===== config.mk =====
export PLATFORM = sky130hd
export DESIGN_NAME = avl_frame_writer_flat
export DESIGN_NICKNAME = d
export VERILOG_FILES = /design/src/rtl/avl_frame_writer_if.sv /design/src/rtl/avl_frame_writer.sv /design/src/flat_wrapper.sv
export SDC_FILE = /design/constraint.sdc
export NUM_CORES = 1
export LEC_CHECK = 0
export ABC_AREA = 1
export CELL_PAD_IN_SITES_DETAIL_PLACEMENT = 1
export CELL_PAD_IN_SITES_GLOBAL_PLACEMENT = 2
export CORE_UTILIZATION = 42
export CTS_CLUSTER_SIZE = 8
export DETAILED_ROUTE_END_ITERATION = 8
export PLACE_DENSITY = 0.88
export SLEW_MARGIN = 20
export SYNTH_ARGS = -nofsm -noshare
export SYNTH_HDL_FRONTEND = slang
export SYNTH_SLANG_ARGS = --single-unit

===== constraint.sdc =====
create_clock -name clk -period 9.7 [get_ports clk]
set_clock_uncertainty 0.15 [all_clocks]
set_input_delay 2.425 -clock clk [delete_from_list [all_inputs] [get_ports clk]]
set_output_delay 2.425 -clock clk [all_outputs]
set_load 0.01 [all_outputs]

===== src/rtl/avl_frame_writer_if.sv =====
// Avalon-style memory-mapped bus between the frame writer (master) and the
// SDRAM controller (slave). Burst count is 8 bits wide, enough for bursts of up to 255 words.
interface i_avl_bus;
  logic [31:0] address;
  logic [3:0]  byte_en;
  logic        write;
  logic [31:0] write_data;
  logic        read;
  logic        begin_burst_transfer;
  logic [7:0]  burst_count;
  logic        request_ready;
  logic        read_data_valid;
  logic [31:0] read_data;
  logic        resp_ready;

  modport master (
    output address, byte_en, write, write_data, read,
           begin_burst_transfer, burst_count, resp_ready,
    input  request_ready, read_data_valid, read_data
  );

  modport slave (
    input  address, byte_en, write, write_data, read,
           begin_burst_transfer, burst_count, resp_ready,
    output request_ready, read_data_valid, read_data
  );
endinterface


===== src/rtl/avl_frame_writer.sv =====
// avl_frame_writer: packs RGB565 pixel pairs into 32-bit words, buffers them in
// a small FIFO and writes one frame to consecutive SDRAM words in fixed bursts.
// Optional feature macro: AVL_FRAME_WRITER_PINGPONG_EN (alternating frame
// buffers, adds the buf_sel output).
//
// state   | meaning
// --------+-----------------------------------------------------------
// S_IDLE  | no frame in progress, waiting for frame_start
// S_WAIT  | frame active, waiting for enough FIFO words for next burst
// S_BURST | issuing write beats of the current burst
// S_DONE  | last beat accepted, frame_done pulse, back to S_IDLE
module avl_frame_writer #(
  parameter int          FIFO_DEPTH  = 16,
  parameter int          BURST_LEN   = 8,
  parameter int          FRAME_WORDS = 153600,
  parameter logic [31:0] BASE_ADDR   = 32'h0000_0000
) (
  input  logic        clk,
  input  logic        rest,
  input  logic        frame_start,
  input  logic        pix_valid,
  input  logic [15:0] pix_data,
  output logic        pix_ready,
  output logic        busy,
  output logic        frame_done,
`ifdef AVL_FRAME_WRITER_PINGPONG_EN
  output logic        buf_sel,
`endif
  i_avl_bus.master    avl_m0
);

  localparam int AW   = (FIFO_DEPTH > 1) ? $clog2(FIFO_DEPTH) : 1;
  localparam int CNTW = AW + 1;
  localparam int WW   = $clog2(FRAME_WORDS + 1);
  localparam int CW0  = (WW > CNTW) ? WW : CNTW;
  localparam int CW   = (CW0 > 8) ? CW0 : 8;
  localparam logic [WW-1:0] FW_W = WW'(FRAME_WORDS);

  typedef enum logic [1:0] {S_IDLE, S_WAIT, S_BURST, S_DONE} state_t;

  state_t            state;
  logic [31:0]       fifo_mem [FIFO_DEPTH];
  logic [AW-1:0]     wr_ptr;
  logic [AW-1:0]     rd_ptr;
  logic [CNTW-1:0]   fifo_count;
  logic              half_valid;
  logic [15:0]       half_data;
  logic [WW-1:0]     packed_words;
  logic [WW-1:0]     word_idx;
  logic [31:0]       address_q;
  logic [31:0]       write_data_q;
  logic [31:0]       frame_base;
  logic              write_q;
  logic              bbt_q;
  logic [7:0]        burst_count_q;
  logic [7:0]        beat_left;
  logic [CW-1:0]     remaining;
  logic [CW-1:0]     beats;
  logic              start_fire;
  logic              pix_fire;
  logic              push;
  logic              pop;
  logic              frame_last;
  logic              unused_rd;

  assign start_fire = frame_start && (state == S_IDLE);
  assign pix_ready  = busy && (fifo_count != CNTW'(FIFO_DEPTH)) && (packed_words < FW_W);
  assign pix_fire   = pix_valid && pix_ready;
  assign push       = pix_fire && half_valid;
  // write_q is only ever high in S_BURST, so it qualifies the beat on its own
  assign pop        = write_q && avl_m0.request_ready;
  assign frame_last = (word_idx == FW_W - WW'(1));
  assign remaining  = CW'(FW_W) - CW'(word_idx);
  assign beats      = (remaining < CW'(BURST_LEN)) ? remaining : CW'(BURST_LEN);

`ifdef AVL_FRAME_WRITER_PINGPONG_EN
  logic buf_sel_q;

  assign frame_base = buf_sel_q ? (BASE_ADDR + 32'(4 * FRAME_WORDS)) : BASE_ADDR;
  assign buf_sel    = buf_sel_q;

  // Flip to the other buffer as the frame completes so idle shows the next one
  always_ff @(posedge clk or negedge rest) begin
    if (!rest) begin
      buf_sel_q <= 1'b0;
    end else if (pop && (beat_left == 8'd1) && frame_last) begin
      buf_sel_q <= ~buf_sel_q;
    end
  end
`else
  assign frame_base = BASE_ADDR;
`endif

  // Word FIFO payload; contents need no reset since pointers gate validity
  always_ff @(posedge clk) begin
    if (push) begin
      fifo_mem[wr_ptr] <= {pix_data, half_data};
    end
  end

  // FIFO pointers and occupancy; push and pop together leave the count as is
  always_ff @(posedge clk or negedge rest) begin
    if (!rest) begin
      wr_ptr     <= '0;
      rd_ptr     <= '0;
      fifo_count <= '0;
    end else if (start_fire) begin
      wr_ptr     <= '0;
      rd_ptr     <= '0;
      fifo_count <= '0;
    end else begin
      if (push) wr_ptr <= wr_ptr + AW'(1);
      if (pop)  rd_ptr <= rd_ptr + AW'(1);
      fifo_count <= fifo_count + CNTW'(push) - CNTW'(pop);
    end
  end

  // Pixel packer: first pixel of a pair is the low half, second completes the word
  always_ff @(posedge clk or negedge rest) begin
    if (!rest) begin
      half_valid   <= 1'b0;
      half_data    <= '0;
      packed_words <= '0;
    end else if (start_fire) begin
      half_valid   <= 1'b0;
      half_data    <= '0;
      packed_words <= '0;
    end else if (pix_fire) begin
      if (half_valid) begin
        half_valid   <= 1'b0;
        packed_words <= packed_words + WW'(1);
      end else begin
        half_valid <= 1'b1;
        half_data  <= pix_data;
      end
    end
  end

  // Frame sequencer with registered bus outputs; bus holds while request_ready is low
  always_ff @(posedge clk or negedge rest) begin
    if (!rest) begin
      state         <= S_IDLE;
      busy          <= 1'b0;
      frame_done    <= 1'b0;
      write_q       <= 1'b0;
      bbt_q         <= 1'b0;
      burst_count_q <= '0;
      beat_left     <= '0;
      address_q     <= BASE_ADDR;
      write_data_q  <= '0;
      word_idx      <= '0;
    end else begin
      frame_done <= 1'b0;
      case (state)
        S_IDLE: begin
          if (frame_start) begin
            busy      <= 1'b1;
            word_idx  <= '0;
            address_q <= frame_base;
            state     <= S_WAIT;
          end
        end
        S_WAIT: begin
          if (CW'(fifo_count) >= beats) begin
            write_q       <= 1'b1;
            bbt_q         <= 1'b1;
            burst_count_q <= 8'(beats);
            beat_left     <= 8'(beats);
            write_data_q  <= fifo_mem[rd_ptr];
            state         <= S_BURST;
          end
        end
        S_BURST: begin
          if (pop) begin
            word_idx  <= word_idx + WW'(1);
            address_q <= address_q + 32'd4;
            bbt_q     <= 1'b0;
            if (beat_left == 8'd1) begin
              write_q <= 1'b0;
              if (frame_last) begin
                busy       <= 1'b0;
                frame_done <= 1'b1;
                state      <= S_DONE;
              end else begin
                state <= S_WAIT;
              end
            end else begin
              // Remaining beats guarantee the next entry is already written
              beat_left    <= beat_left - 8'd1;
              write_data_q <= fifo_mem[rd_ptr + AW'(1)];
            end
          end
        end
        S_DONE: begin
          state <= S_IDLE;
        end
        default: begin
          state <= S_IDLE;
        end
      endcase
    end
  end

  assign avl_m0.address              = address_q;
  assign avl_m0.byte_en              = 4'hF;
  assign avl_m0.write                = write_q;
  assign avl_m0.write_data           = write_data_q;
  assign avl_m0.read                 = 1'b0;
  assign avl_m0.begin_burst_transfer = bbt_q;
  assign avl_m0.burst_count          = burst_count_q;
  assign avl_m0.resp_ready           = 1'b1;

  // The write-only master has no use for the read return path
  assign unused_rd = ^{avl_m0.read_data, avl_m0.read_data_valid};

endmodule


===== src/flat_wrapper.sv =====
// flat-port wrapper written by rule: the top's interface ports become plain ports
module avl_frame_writer_flat 
#(
  parameter int          FIFO_DEPTH  = 16,
  parameter int          BURST_LEN   = 8,
  parameter int          FRAME_WORDS = 153600,
  parameter logic [31:0] BASE_ADDR   = 32'h0000_0000
)
  (clk, rest, frame_start, pix_valid, pix_data, pix_ready, busy, frame_done, avl_m0_address, avl_m0_byte_en, avl_m0_write, avl_m0_write_data, avl_m0_read, avl_m0_begin_burst_transfer, avl_m0_burst_count, avl_m0_resp_ready, avl_m0_request_ready, avl_m0_read_data_valid, avl_m0_read_data);
  i_avl_bus avl_m0_i ();
  input  logic clk;
  input  logic rest;
  input  logic frame_start;
  input  logic pix_valid;
  input  logic [15:0] pix_data;
  output logic pix_ready;
  output logic busy;
  output logic frame_done;
  output wire logic [$bits(avl_m0_i.address)-1:0] avl_m0_address;
  output wire logic [$bits(avl_m0_i.byte_en)-1:0] avl_m0_byte_en;
  output wire logic [$bits(avl_m0_i.write)-1:0] avl_m0_write;
  output wire logic [$bits(avl_m0_i.write_data)-1:0] avl_m0_write_data;
  output wire logic [$bits(avl_m0_i.read)-1:0] avl_m0_read;
  output wire logic [$bits(avl_m0_i.begin_burst_transfer)-1:0] avl_m0_begin_burst_transfer;
  output wire logic [$bits(avl_m0_i.burst_count)-1:0] avl_m0_burst_count;
  output wire logic [$bits(avl_m0_i.resp_ready)-1:0] avl_m0_resp_ready;
  input wire logic [$bits(avl_m0_i.request_ready)-1:0] avl_m0_request_ready;
  input wire logic [$bits(avl_m0_i.read_data_valid)-1:0] avl_m0_read_data_valid;
  input wire logic [$bits(avl_m0_i.read_data)-1:0] avl_m0_read_data;
  assign avl_m0_address = avl_m0_i.address;
  assign avl_m0_byte_en = avl_m0_i.byte_en;
  assign avl_m0_write = avl_m0_i.write;
  assign avl_m0_write_data = avl_m0_i.write_data;
  assign avl_m0_read = avl_m0_i.read;
  assign avl_m0_begin_burst_transfer = avl_m0_i.begin_burst_transfer;
  assign avl_m0_burst_count = avl_m0_i.burst_count;
  assign avl_m0_resp_ready = avl_m0_i.resp_ready;
  assign avl_m0_i.request_ready = avl_m0_request_ready;
  assign avl_m0_i.read_data_valid = avl_m0_read_data_valid;
  assign avl_m0_i.read_data = avl_m0_read_data;
  avl_frame_writer #(.FIFO_DEPTH(FIFO_DEPTH), .BURST_LEN(BURST_LEN), .FRAME_WORDS(FRAME_WORDS), .BASE_ADDR(BASE_ADDR)) u_core (.clk(clk), .rest(rest), .frame_start(frame_start), .pix_valid(pix_valid), .pix_data(pix_data), .pix_ready(pix_ready), .busy(busy), .frame_done(frame_done), .avl_m0(avl_m0_i));
endmodule

==> run summary, run 1 <==
The number of nets in the layout is 3620. The maximum net fanout on the critical path was 57; the number of buffers created by CTS was 92. The required time of the worst setup path is 10.07 ns, and the fraction of registers with async set or reset after synthesis is 0.2266. The tools report the relative slew slack as 0.1386.

The launching instance or port of the critical path was u_core.word_idx[0]$_DFFE_PN0P_. By instance count, the leading cell after synthesis is edfxtp_1. Data arrives at the worst endpoint at 5.38 ns. The via count of the first global-routing pass was 29620. By area the synthesized netlist is led by edfxtp_1 46%, dfrtp_1 11%, o21ai_0 7.5%, nand3_1 7.3%, a21oi_1 6.6%.

The family of cells with the greatest summed delay on the critical path was simple AND/OR/NAND/NOR gates. The first global-routing pass estimated 171600 um of wire. Gates resized during post-CTS repair numbered 0. The cell count of the worst reg-to-reg path was 25; the number of port buffers was 95. The logs give 37680 um^2 for the final instance area and 33300 um^2 for the area of the mapped netlist.

Derived from the worst setup path, the maximum achievable clock frequency is 0.1997 GHz. The critical path class is reg2reg. Routability-driven placement finished with a final weighted congestion of 0.8222.

For the all-layer global routing usage, the log shows 0.2750. Largest vdd supply drop: 265.9 uV. In the routed layout, each cell is associated on average with a via count of 6.025. Number of cells on the critical path: 25.

The post-layout utilization of the core was 0.4832; the final clock period utilization by the worst path was 0.5161. The post-synthesis to final-layout area growth was 13.15%. The total congestion overflow after global routing was 0; the leakage power total was 14.01 nW. The power density over cell area is 336.3 nW/um^2, and the die extent in y is 283.6 um. The commonest cells after synthesis are 512 x edfxtp_1, 502 x o21ai_0, 484 x nand3_1, 439 x a21oi_1, 368 x inv_1. The clock tree buffer depth is 3, and the initial standard-cell utilization of the core is 0.4271. The logs give 2503 for the initial DRC count and 662 for the number of clock sinks. The worst hold path passes through 2 cells.

The buffer cell driving the clock tree root is clkbuf_16. The routed layout has 28040 vias. At the pin with the least slew margin, the transition time is 1.292 ns. Summing internal, switching and leakage power gives 0.01267 W.

Among all flip-flop cells after synthesis, the most frequent one is edfxtp_1. The logs give 0 for the final setup violation count and 0 for the number of warning messages in the yosys log. The run gives 54 as the distinct cell type count after synthesis. The tools report the post-detailed-route count of antenna-violating nets as 0.

The floorplan has 102 rows. After clock tree synthesis, the clock-pin slew on the worst setup and hold paths is 0.05 ns. The die is 283.6 um wide. The min-delay analysis places its worst path in the category reg2reg.

The floorplan step defined a die boundary enclosing 80430 um^2. The worst stage delay on the critical path is 0.67 ns, and the remaining routing DRC violations is 0. The fraction of layout instances using a drive strength above 1 was 0.05921. Yosys mapped a number of flops with a built-in enable equal to 512. The run gives 3 as the H-tree depth. The startpoint identified for the worst hold timing path is u_core.avl_m0.write_data[26]$_DFFE_PN0P_. The initial antenna violation count is 2, and the synthesized netlist cell count is 3549. Endpoint type of the worst setup path: a register. The total negative slack for setup checks is 0 ns, and the post-detailed-route wirelength per cell is 24.20 um. The run gives 0 as the number of setup buffers added after CTS. The reg-to-reg critical path startpoint is u_core.word_idx[0]$_DFFE_PN0P_.

The diode insertion count for antenna repair was 0; the post-synthesis area per instance was 9.384 um^2. The run gives 0 as the final hold violation count. Setup repair after global routing left no endpoint under its margin.

The share of the synthesized area in the top cell type works out to 0.4616. For the finished layout, the period the worst path requires is 5.007 ns. For this block, the routed nets add up to 112600 um of wire.

The slowest stage of the critical path is the buf_4 cell. The run gives 0 as the number of buffers inserted by hold repair at cts. For the clock latency on the worst-skew pair, the log shows 0.63 ns.

STA classifies the critical path startpoint as a register. The wire-length estimate of the detail-placed layout is 60840 um. After synthesis the netlist holds a flip-flop and latch count of 662. The library cell appearing most often on the critical path was nand2_1.

Entering global routing, the biggest net connects 299 pins. Across the run, the number of max-cap violations was 0. The final count of pins violating max slew was 0.

For this run, the detailed router's first-pass iteration total came to 6. In this run the cell area measured after placement is 34970 um^2. 137 I/O pins were placed. The flow ran to the end, and the final reports show no timing, DRC or antenna violations.

The sequential share of the synthesized area came out at 0.5743. The combined buffer and inverter count along the critical path was 6; the standard cell core area was 77980 um^2. TritonCTS built the clock tree. Cell taking the most area after synthesis: edfxtp_1.
==> power by group <==
group / switching (W) / internal, W / total [W]
registers: 0.000375 / 0.00352 / 0.00390
clock network: 0.00123 / 0.00179 / 0.00302
logic: 0.00408 / 0.00168 / 0.00576
total: 0.00568 / 0.00699 / 0.0127
==> kinds of logic after synthesis <==
logic type,Yosys count,share of synthesized area
fa+ha+maj,27,0.01037
xor+xnor,30,0.008115
compound gates,1119,0.1798
other cells,2,0.0002255
simple gates,1078,0.1497
flops,662,0.5743
buf+inv,631,0.07750
==> flip-flops by register name, indices dropped and copies added, names as in the netlist <==
name	count
u_core.fifo_count	5
u_core.word_idx	18
u_core.rd_ptr	4
u_core.wr_ptr	4
u_core.beat_left	8
u_core.avl_m0.address	30
u_core.avl_m0.burst_count	8
u_core.state	2
u_core.frame_done	1
u_core.busy	1
u_core.fifo_mem	512
u_core.half_valid	1
u_core.avl_m0.write_data	32
u_core.avl_m0.begin_burst_transfer	1
u_core.packed_words	18
u_core.avl_m0.write	1
u_core.half_data	16
==> through the flow <==
stage | cells | setup WS (ns) | hold WS (ns)
final | 4654 | 4.693 | 0.3328
after floorplan | 3556 | 4.941 | 0.2952
after global placement | 4483 | 4.037 | 0.3164
after detailed placement | 4483 | 4.164 | 0.3174
after CTS | 4652 | 4.696 | 0.3400
after global routing | 4654 | 4.260 | 0.3575
==> layer usage <==
layer	vias up	wire length (um)	part of all wire	global-route usage
met4	4	4223	0.037	0.1205
met5	-	24	0.00021	0
li1	12540	-	-	-
met2	1061	54260	0.48	0.4636
met3	274	7580	0.067	0.03489
met1	14170	46540	0.41	0.3552
==> tightest hold or removal path, cell delays in order (launching register included) <==
cell	delay, ns
dfrtp_1	0.34
nand2_1	0.05
o21ai_0	0.06
==> layout by cell type, fill, tap and decap left out, types with 6 or more instances in the layout <==
cell	instances
a21oi_1	439
buf_4	40
clkbuf_1	71
clkbuf_16	93
clkdlybuf4s50_1	94
conb_1	9
dfrtp_1	146
edfxtp_1	512
ha_1	24
inv_1	366
inv_2	10
nand2_1	356
nand2_2	6
nand3_1	484
nand4_1	28
nor2_1	110
nor2_2	6
nor2_4	21
nor3_1	41
nor4_1	6
o211ai_1	111
o21ai_0	502
o21ai_1	24
o31ai_1	21
xnor2_1	10
xor2_1	18
==> layout make-up <==
type,instances,area (um^2)
clock inverter,5,58.81
sequential,662,19140
tap,1040,1301
timing repair buffer,140,1359
multi-input combinational,2263,11790
inverter,380,1439
clock buffer,164,2594
fill,8698,40290
==> path summary, 6_finish.rpt <==
| path | endpoint | slack (ns) |
|---|---|---|
| min | u_core.avl_m0.write_data[26]$_DFFE_PN0P_ | 0.33 |
| min reg2reg | u_core.avl_m0.write_data[26]$_DFFE_PN0P_ | 0.33 |
| min in group asynchronous | u_core.avl_m0.address[16]$_DFFE_PN0P_ | 1.53 |
| max in group asynchronous | u_core.rd_ptr[1]$_DFFE_PN0P_ | 5.65 |
| max reg2reg | u_core.avl_m0.write_data[31]$_DFFE_PN0P_ | 4.69 |
| max | u_core.avl_m0.write_data[31]$_DFFE_PN0P_ | 4.69 |
Note: power is estimated with default switching activity, not from simulation.
==> inputs of run 2 (changes only) <==
Settings changed: CORE_UTILIZATION 42 to 39, PLACE_DENSITY 0.88 to 0.83.
Clock period 9.7 ns to 5.21 ns, I/O delays scaled along.
==> run 2 against run 1 <==
  * Non-clock buffer count grew 9
  * Fmax up 26%
  * Count of clock-buffer cells in the layout grew 2
  * Sequential power is 89% higher
  * Cell area increased by 0.88%
  * Largest cell class unchanged
==> run summary, run 2 (synthesis results as in run 1) <==
The run gives 0 ns (unchanged) as the total negative slack for setup checks. Shortest period the worst path allows: 3.987 ns (-1.019 ns). The all-layer global routing usage was 0.2553 (-0.01976).

The top register by number of flip-flops was u_core.fifo_mem. The endpoint type of the worst setup path is a register. Relative slew slack: 0.2264 (+0.08778). In this run the critical register-to-register path is launched from u_core.word_idx[0]$_DFFE_PN0P_. The final weighted congestion in routability-driven placement is 0.7660 (-6.8%). In this run the worst hold path is classified as reg2reg. The category of the worst setup path launch point is a register. The slowest stage of the critical path belongs to the cell dfrtp_1. The number of buffers created by CTS came out at 92 (unchanged).

The number of port buffers was 95 (unchanged). The final setup violation count is 0 (unchanged), and the critical path data arrival time is 4.40 ns (-0.98 ns). The cell count of the worst reg-to-reg path was 23 (-8.0%); the post-detailed-placement half-perimeter wirelength was 58980 um (-3.1%). The mean number of vias per cell is 5.731 (-4.9%). The tools report the setup slack of the most critical reg-to-reg path as 1.22 ns (-3.47 ns). The logs give 0 (unchanged) for the number of setup buffers added after CTS and 169000 um (-1.5%) for the global-route wire length before repair.

The H-tree depth is 3 (unchanged). For the leakage power total, the log shows 14.10 nW (+0.64%). The post-CTS resize count was 0 (unchanged); the fraction of layout instances using a drive strength above 1 was 0.06209 (+0.002872).

The final routed wirelength across all metal layers is 110500 um (-1.9%), and the initial antenna violation count is 3 (+1). For the area of the die, the log shows 86570 um^2 (+7.6%). The tools report the number of max-cap violations as 0 (unchanged). Setup repair after global routing left no endpoint under its margin. The flip-flop count of the largest register after layout works out to 512 (unchanged). The buffer cell driving the clock tree root is clkbuf_16.

The tools report the standard cell core area as 84090 um^2 (+7.8%). The tools report the total via count in the routed design as 27270 (-2.8%). The horizontal die dimension is 294.2 um (+3.7%). The proportion of total power due to net switching was 0.4430 (-0.005226). For the number of clock sinks, the log shows 662 (unchanged). The number of buffers inserted by hold repair at cts is 0 (unchanged). The die extent in y is 294.2 um (+3.7%), and the via count of the first global-routing pass is 28110 (-5.1%). The required time of the worst setup path was 5.62 ns (-4.45 ns). The slew of the pin with the lowest slew margin is 1.159 ns (-0.1334 ns). The cell depth of the worst hold path was 2 (unchanged). The internal power contribution came out at 0.01312 W (+88%). The power density over cell area came out at 619.7 nW/um^2 (+84%).

The tools report the share of power burned in combinational logic as 0.444 (-0.010). The worst stage delay on the critical path works out to 0.42 ns (-0.25 ns). For the maximum number of pins on one net before global-route repair, the log shows 233 (-22%).

The library cell used most frequently in the layout, excluding fill and tap cells, is edfxtp_1. The cell that appears most often on the critical path is nand2_1. The tools report the total congestion overflow after global routing as 0 (unchanged). The post-detailed-route wirelength per cell came out at 23.23 um (-4.0%). The tools report the final hold violation count as 0 (unchanged).

Final clock period utilization by the worst path: 0.7653 (+0.2492). The tools report the number of nets in the layout as 3629 (+0.25%). The post-detailed-route count of antenna-violating nets was 0 (unchanged); the remaining routing DRC violations was 0 (unchanged). The clock latency on the worst-skew pair was 0.64 ns (about the same); the initial DRC count was 2153 (-14%). Largest vdd supply drop: 773.8 uV (+190%). The flow ran to the end, and the final reports show no timing, DRC or antenna violations. The tools report the clock tree buffer depth as 3 (unchanged).

The total of fill cells in the finished design is 9568 (+10%). The worst register-to-register path ends at u_core.avl_m0.write_data[28]$_DFFE_PN0P_. The logs give 7 (+1) for the number of search-and-repair iterations in the first detailed-routing pass and 137 (unchanged) for the count of boundary I/O pins.

The register clock-pin slew on the reported worst setup and hold paths was 0.05 ns (about the same). The worst hold path terminates at u_core.avl_m0.write_data[0]$_DFFE_PN0P_. The signal on the critical path passes through inv_2 -> ha_1 -> nand2_2 -> nor2_4 -> nand2_1 -> nand3_1 -> nand2_1 -> nor2_1 -> nand2_1 -> nor2_2 -> nand4_1 -> ha_1 -> nand2_1 -> inv_1 -> nand4_1 -> nand4_1 -> nand2_1 -> inv_1 -> nand2_2 -> inv_1 -> buf_4 -> nand3_1 -> nand2_1.

The maximum net fanout on the critical path works out to 24 (-58%). Critical path class: reg2reg. The tools report the diode insertion count for antenna repair as 0 (unchanged). The initial standard-cell utilization of the core was 0.3961 (-0.03103). The family of cells with the greatest summed delay on the critical path was simple AND/OR/NAND/NOR gates.

TritonCTS built the clock tree. The final count of pins violating max slew is 0 (unchanged), and the sequential power share is 0.312 (+0.004). The post-synthesis to final-layout area growth was 14.14%. In this run the most critical hold path is launched from u_core.avl_m0.write_data[0]$_DFFE_PN0P_. The run gives 0.01044 W (+84%) as the net switching power figure. The clock share of power came out at 0.243 (+0.005). The combined buffer and inverter count along the critical path works out to 5 (-1). The maximum operating frequency is 0.2508 GHz (+26%). The library cells used most frequently in the layout, excluding fill and tap cells, are 512 x edfxtp_1, 502 x o21ai_0, 484 x nand3_1. Cell row count: 106 (+3.9%). Worst hold slack across all endpoints: 0.3261 ns (-0.006624 ns).
run 2: worst max-delay path by stage:
stage	cells after the start	slack, ns	from	to
after floorplan	4	1.57	pix_valid	u_core.fifo_mem[11][0]$_DFFE_PP_
after global placement	6	1.30	pix_valid	u_core.fifo_mem[0][28]$_DFFE_PP_
after detailed placement	23	1.23	u_core.word_idx[0]$_DFFE_PN0P_	u_core.beat_left[7]$_DFFE_PN0P_
after CTS	23	1.19	u_core.word_idx[0]$_DFFE_PN0P_	u_core.beat_left[3]$_DFFE_PN0P_
after global routing	23	0.87	u_core.word_idx[0]$_DFFE_PN0P_	u_core.beat_left[3]$_DFFE_PN0P_
final	23	1.22	u_core.word_idx[0]$_DFFE_PN0P_	u_core.avl_m0.write_data[28]$_DFFE_PN0P_
run 2: area by class of cell:
class | count | area (um^2) | share of cell area
sequential | 662 | 19140 | 0.5035
multi-input combinational | 2263 | 11790 | 0.3102
clock buffer | 166 | 2654 | 0.06981
timing repair buffer | 149 | 1523 | 0.04006
inverter | 380 | 1439 | 0.03785
tap | 1134 | 1419 | 0.03732
clock inverter | 4 | 46.29 | 0.001218
run 2: tightest hold or removal path, cell delays in order, from the launching register on:
cell and delay (ns):
dfrtp_1 0.34, nand2_1 0.05, nand2_1 0.05
run 2: power by group through the flow:
stage / clock network (W) / registers [W] / logic, W
6_report: 0.00573 / 0.00736 / 0.0105
5_1_grt: 0.00601 / 0.00743 / 0.0115
4_1_cts: 0.00583 / 0.00735 / 0.0105
3_5_place_dp: 0 / 0.00744 / 0.0104
3_3_place_gp: 0 / 0.00742 / 0.0102
2_1_floorplan: 0 / 0.00707 / 0.00708
run 2: stage by stage:
stage | utilization | total power (W) | cells | setup slack [ns] | cell area (um^2)
after floorplan | - | 0.01415 | 3556 | 1.574 | 33330
after global placement | 0.4200 | 0.01763 | 4588 | 1.301 | 35310
after detailed placement | 0.4200 | 0.01783 | 4588 | 1.233 | 35310
after CTS | 0.4521 | 0.02365 | 4758 | 1.193 | 38010
after global routing | 0.4521 | 0.02498 | 4758 | 0.8728 | 38010
final | 0.4521 | 0.02356 | 4758 | 1.223 | 38010
run 2: metal layers:
layer,track usage,up-vias,routed length [um],share of wire
met5,0,-,12,0.00011
met4,0.07851,2,2777,0.025
met3,0.03331,190,5773,0.052
met2,0.4268,733,52780,0.48
met1,0.3439,13770,49200,0.45
li1,-,12570,-,-
==> inputs of run 3 (changes only) <==
Settings changed: CORE_UTILIZATION 39 to 36, PLACE_DENSITY 0.83 to 0.8.
Clock period 5.21 ns to 3.2 ns, I/O delays scaled along.
==> run 3 against run 2 <==
  * The run now ends with setup timing left
  * Via count up 2.2%
  * Final cell count is 4.0% higher
  * Count of clock-buffer cells in the layout is 8 lower
  * Fmax rose by 19%
  * Die area rose by 8.3%
  * Non-clock buffer count grew 143
  * First-iteration DRC count is 12% higher
  * Cell area rose by 5.3%
  * Largest cell class unchanged
  * Highest routed layer unchanged
==> run summary, run 3 (synthesis results as in run 1) <==
The clock tree buffer depth is 3 (unchanged), and the die extent in y is 306.2 um (+4.1%). For the final routed wirelength across all metal layers, the log shows 115400 um (+4.4%). The setup slack of the critical path after layout was -0.1517 ns (-1.374 ns).

The top register by number of flip-flops was u_core.fifo_mem. The tools report the placement-stage cell area as 36590 um^2 (+3.6%). Leaving out fill and tap cells, the most frequent cells in the layout are 512 x edfxtp_1, 492 x o21ai_0, 466 x nand3_1. The total congestion overflow after global routing was 0 (unchanged). Classification of the worst-slack hold path: reg2reg. The run gives 0 (unchanged) as the post-detailed-route count of antenna-violating nets. Setup repair after global routing could not meet its margin everywhere. The tools report the remaining routing DRC violations as 0 (unchanged).

The number of nets in the layout was 3773 (+4.0%). The run gives 662 (unchanged) as the number of clock sinks. The run gives 2406 (+12%) as the initial DRC count.

The tools report the category of the worst setup path launch point as a register. The standard cell core area came out at 91660 um^2 (+9.0%). For the via count of the first global-routing pass, the log shows 28320 (+0.75%). From synthesis to final layout, the design area changed by 20.18%. The final instance area came out at 40030 um^2 (+5.3%). The tools report the largest vdd supply drop as 1156 uV (+49%).

The initial standard-cell utilization of the core is 0.3633 (-0.03274), and the final hold violation count is 0 (unchanged). The maximum net fanout on the critical path was 5 (-79%). The relative slew slack is 0.3025 (+0.07605), and the critical path data arrival time is 3.72 ns (-0.68 ns).

The H-tree depth came out at 3 (unchanged). The required time of the worst setup path was 3.57 ns (-2.05 ns); the clock latency on the worst-skew pair was 0.66 ns (+0.02 ns). TritonCTS built the clock tree. The commonest non-fill, non-tap cell in the layout was edfxtp_1. The run gives 93730 um^2 (+8.3%) as the area of the die. The run gives 0.2984 GHz (+19%) as the maximum operating frequency.

The maximum number of pins on one net before global-route repair was 225 (-3.4%). The number of buffers created by CTS came out at 93 (+1.1%). The flow ran to the end, but the final reports show violations. The flip-flop count of the largest register after layout works out to 512 (unchanged). Final count of pins violating max slew: 0 (unchanged).

For the overall power after layout, the log shows 0.04097 W (+74%). The checks that failed: setup timing. The final clock period utilization by the worst path was 1.047 (+0.2821). Horizontal die dimension: 306.2 um (+4.1%).

STA classifies the critical path endpoint as a register. The worst setup path is of the reg2reg kind. The final weighted congestion in routability-driven placement is 0.7872 (+2.8%). The total of fill cells in the finished design is 10360 (+8.3%), and the shortest period the worst path allows is 3.352 ns (-0.6356 ns). CTS placed an instance of clkbuf_16 at the clock tree root. Final setup violation count: 42 (+42). The count of boundary I/O pins was 137 (unchanged); the cell row count was 111 (+4.7%). The slew of the pin with the lowest slew margin was 1.046 ns (-0.1124 ns); the number of max-cap violations was 0 (unchanged).

The post-detailed-route wirelength per cell is 23.31 um (+0.32%). The total via count in the routed design is 27880 (+2.2%), and the mean number of vias per cell is 5.633 (-1.7%). The number of port buffers came out at 95 (unchanged). The power density over cell area is 1024 nW/um^2 (+65%). The worst hold slack across all endpoints is 0.3301 ns (+0.003962 ns). The all-layer global routing usage is 0.2407 (-0.01454), and the leakage power total is 15.04 nW (+6.6%).

The fraction of layout instances using a drive strength above 1 came out at 0.1165 (+0.05437). The run gives 64310 um (+9.0%) as the post-detailed-placement half-perimeter wirelength. The register clock-pin slew on the reported worst setup and hold paths came out at 0.05 ns (about the same). The initial antenna violation count is 3 (unchanged). The logs give 7 (unchanged) for the number of search-and-repair iterations in the first detailed-routing pass and 172700 um (+2.2%) for the global-route wire length before repair.
==> run 3: repair_timing <==
action | CTS | global route
gates cloned | 1 | 5
pin swaps | 35 | 37
endpoints found under the setup margin | 42 | 52
resized for setup | 38 | 72
hold buffers | 1 | 0
hold endpoints to repair | 13 | 0
buffers inserted | 31 | 6
==> run 3: area by class of cell <==
| class | count | area, um^2 | area share |
|---|---|---|---|
| antenna | 2 | 5.005 | 0.0001250 |
| sequential | 662 | 19140 | 0.4783 |
| multi-input combinational | 2263 | 12110 | 0.3024 |
| clock inverter | 6 | 85.08 | 0.002126 |
| tap | 1186 | 1484 | 0.03707 |
| clock buffer | 158 | 2591 | 0.06474 |
| inverter | 380 | 1456 | 0.03639 |
| timing repair buffer | 292 | 3154 | 0.07881 |
==> run 3: routing by layer <==
layer | global-route usage | vias to the layer above | share of wire
li1 | - | 12870 | -
met3 | 0.03304 | 197 | 0.058
met4 | 0.07802 | 2 | 0.028
met5 | 0 | - | 0.00010
met2 | 0.3969 | 775 | 0.47
met1 | 0.3268 | 14030 | 0.44
==> run 3: where the power goes <==
group	total [W]	internal [W]	switching, W
sequential	0.0118	0.0107	0.00108
clock	0.00928	0.00553	0.00375
combinational	0.0199	0.00675	0.0132
total	0.0410	0.0230	0.0180
==> run 3: worst max-delay path, stage by stage (launching register included) <==
cell and delay [ns]:
dfrtp_1 0.40, inv_2 0.09, ha_4 0.14, nand2_4 0.07, nor2_4 0.17, nand2_1 0.07
nand2_1 0.10, nand3_2 0.10, nor2_4 0.11, nand2_2 0.09, nor2_4 0.13, buf_6 0.11
nand4_1 0.11, ha_1 0.31, nand2_1 0.06, inv_2 0.05, nand4_1 0.09, nand4_1 0.13
nand2_2 0.09, inv_4 0.10, nand2_8 0.08, buf_12 0.17, clkbuf_16 0.17, nand2_1 0.06
o21ai_1 0.06
==> run 3: worst paths after layout <==
check                      slack (ns)                                  endpoint  depth (start not counted)                          startpoint
max reg2reg                     -0.15  u_core.avl_m0.write_data[29]$_DFFE_PN0P_                         24      u_core.word_idx[1]$_DFFE_PN0P_
max in group asynchronous        1.62  u_core.avl_m0.write_data[23]$_DFFE_PN0P_                          3                                rest
max                             -0.15  u_core.avl_m0.write_data[29]$_DFFE_PN0P_                         24      u_core.word_idx[1]$_DFFE_PN0P_
min in group asynchronous        0.55        u_core.packed_words[6]$_DFFE_PN0P_                          2                                rest
min                              0.33        u_core.packed_words[2]$_DFFE_PN0P_                          1  u_core.packed_words[2]$_DFFE_PN0P_
min reg2reg                      0.33        u_core.packed_words[2]$_DFFE_PN0P_                          1  u_core.packed_words[2]$_DFFE_PN0P_
==> run 3: per-stage QoR <==
step / util / setup slack, ns / cells / TNS (ns)
floorplan: - / -0.09005 / 3556 / -33.36
detailed placement: 0.3992 / -0.2876 / 4744 / -9.119
CTS: 0.4323 / -0.1635 / 4938 / -3.480
global placement: 0.3992 / -0.2140 / 4744 / -6.316
global route: 0.4367 / -0.3919 / 4949 / -14.81
finish: 0.4367 / -0.1517 / 4949 / -4.330
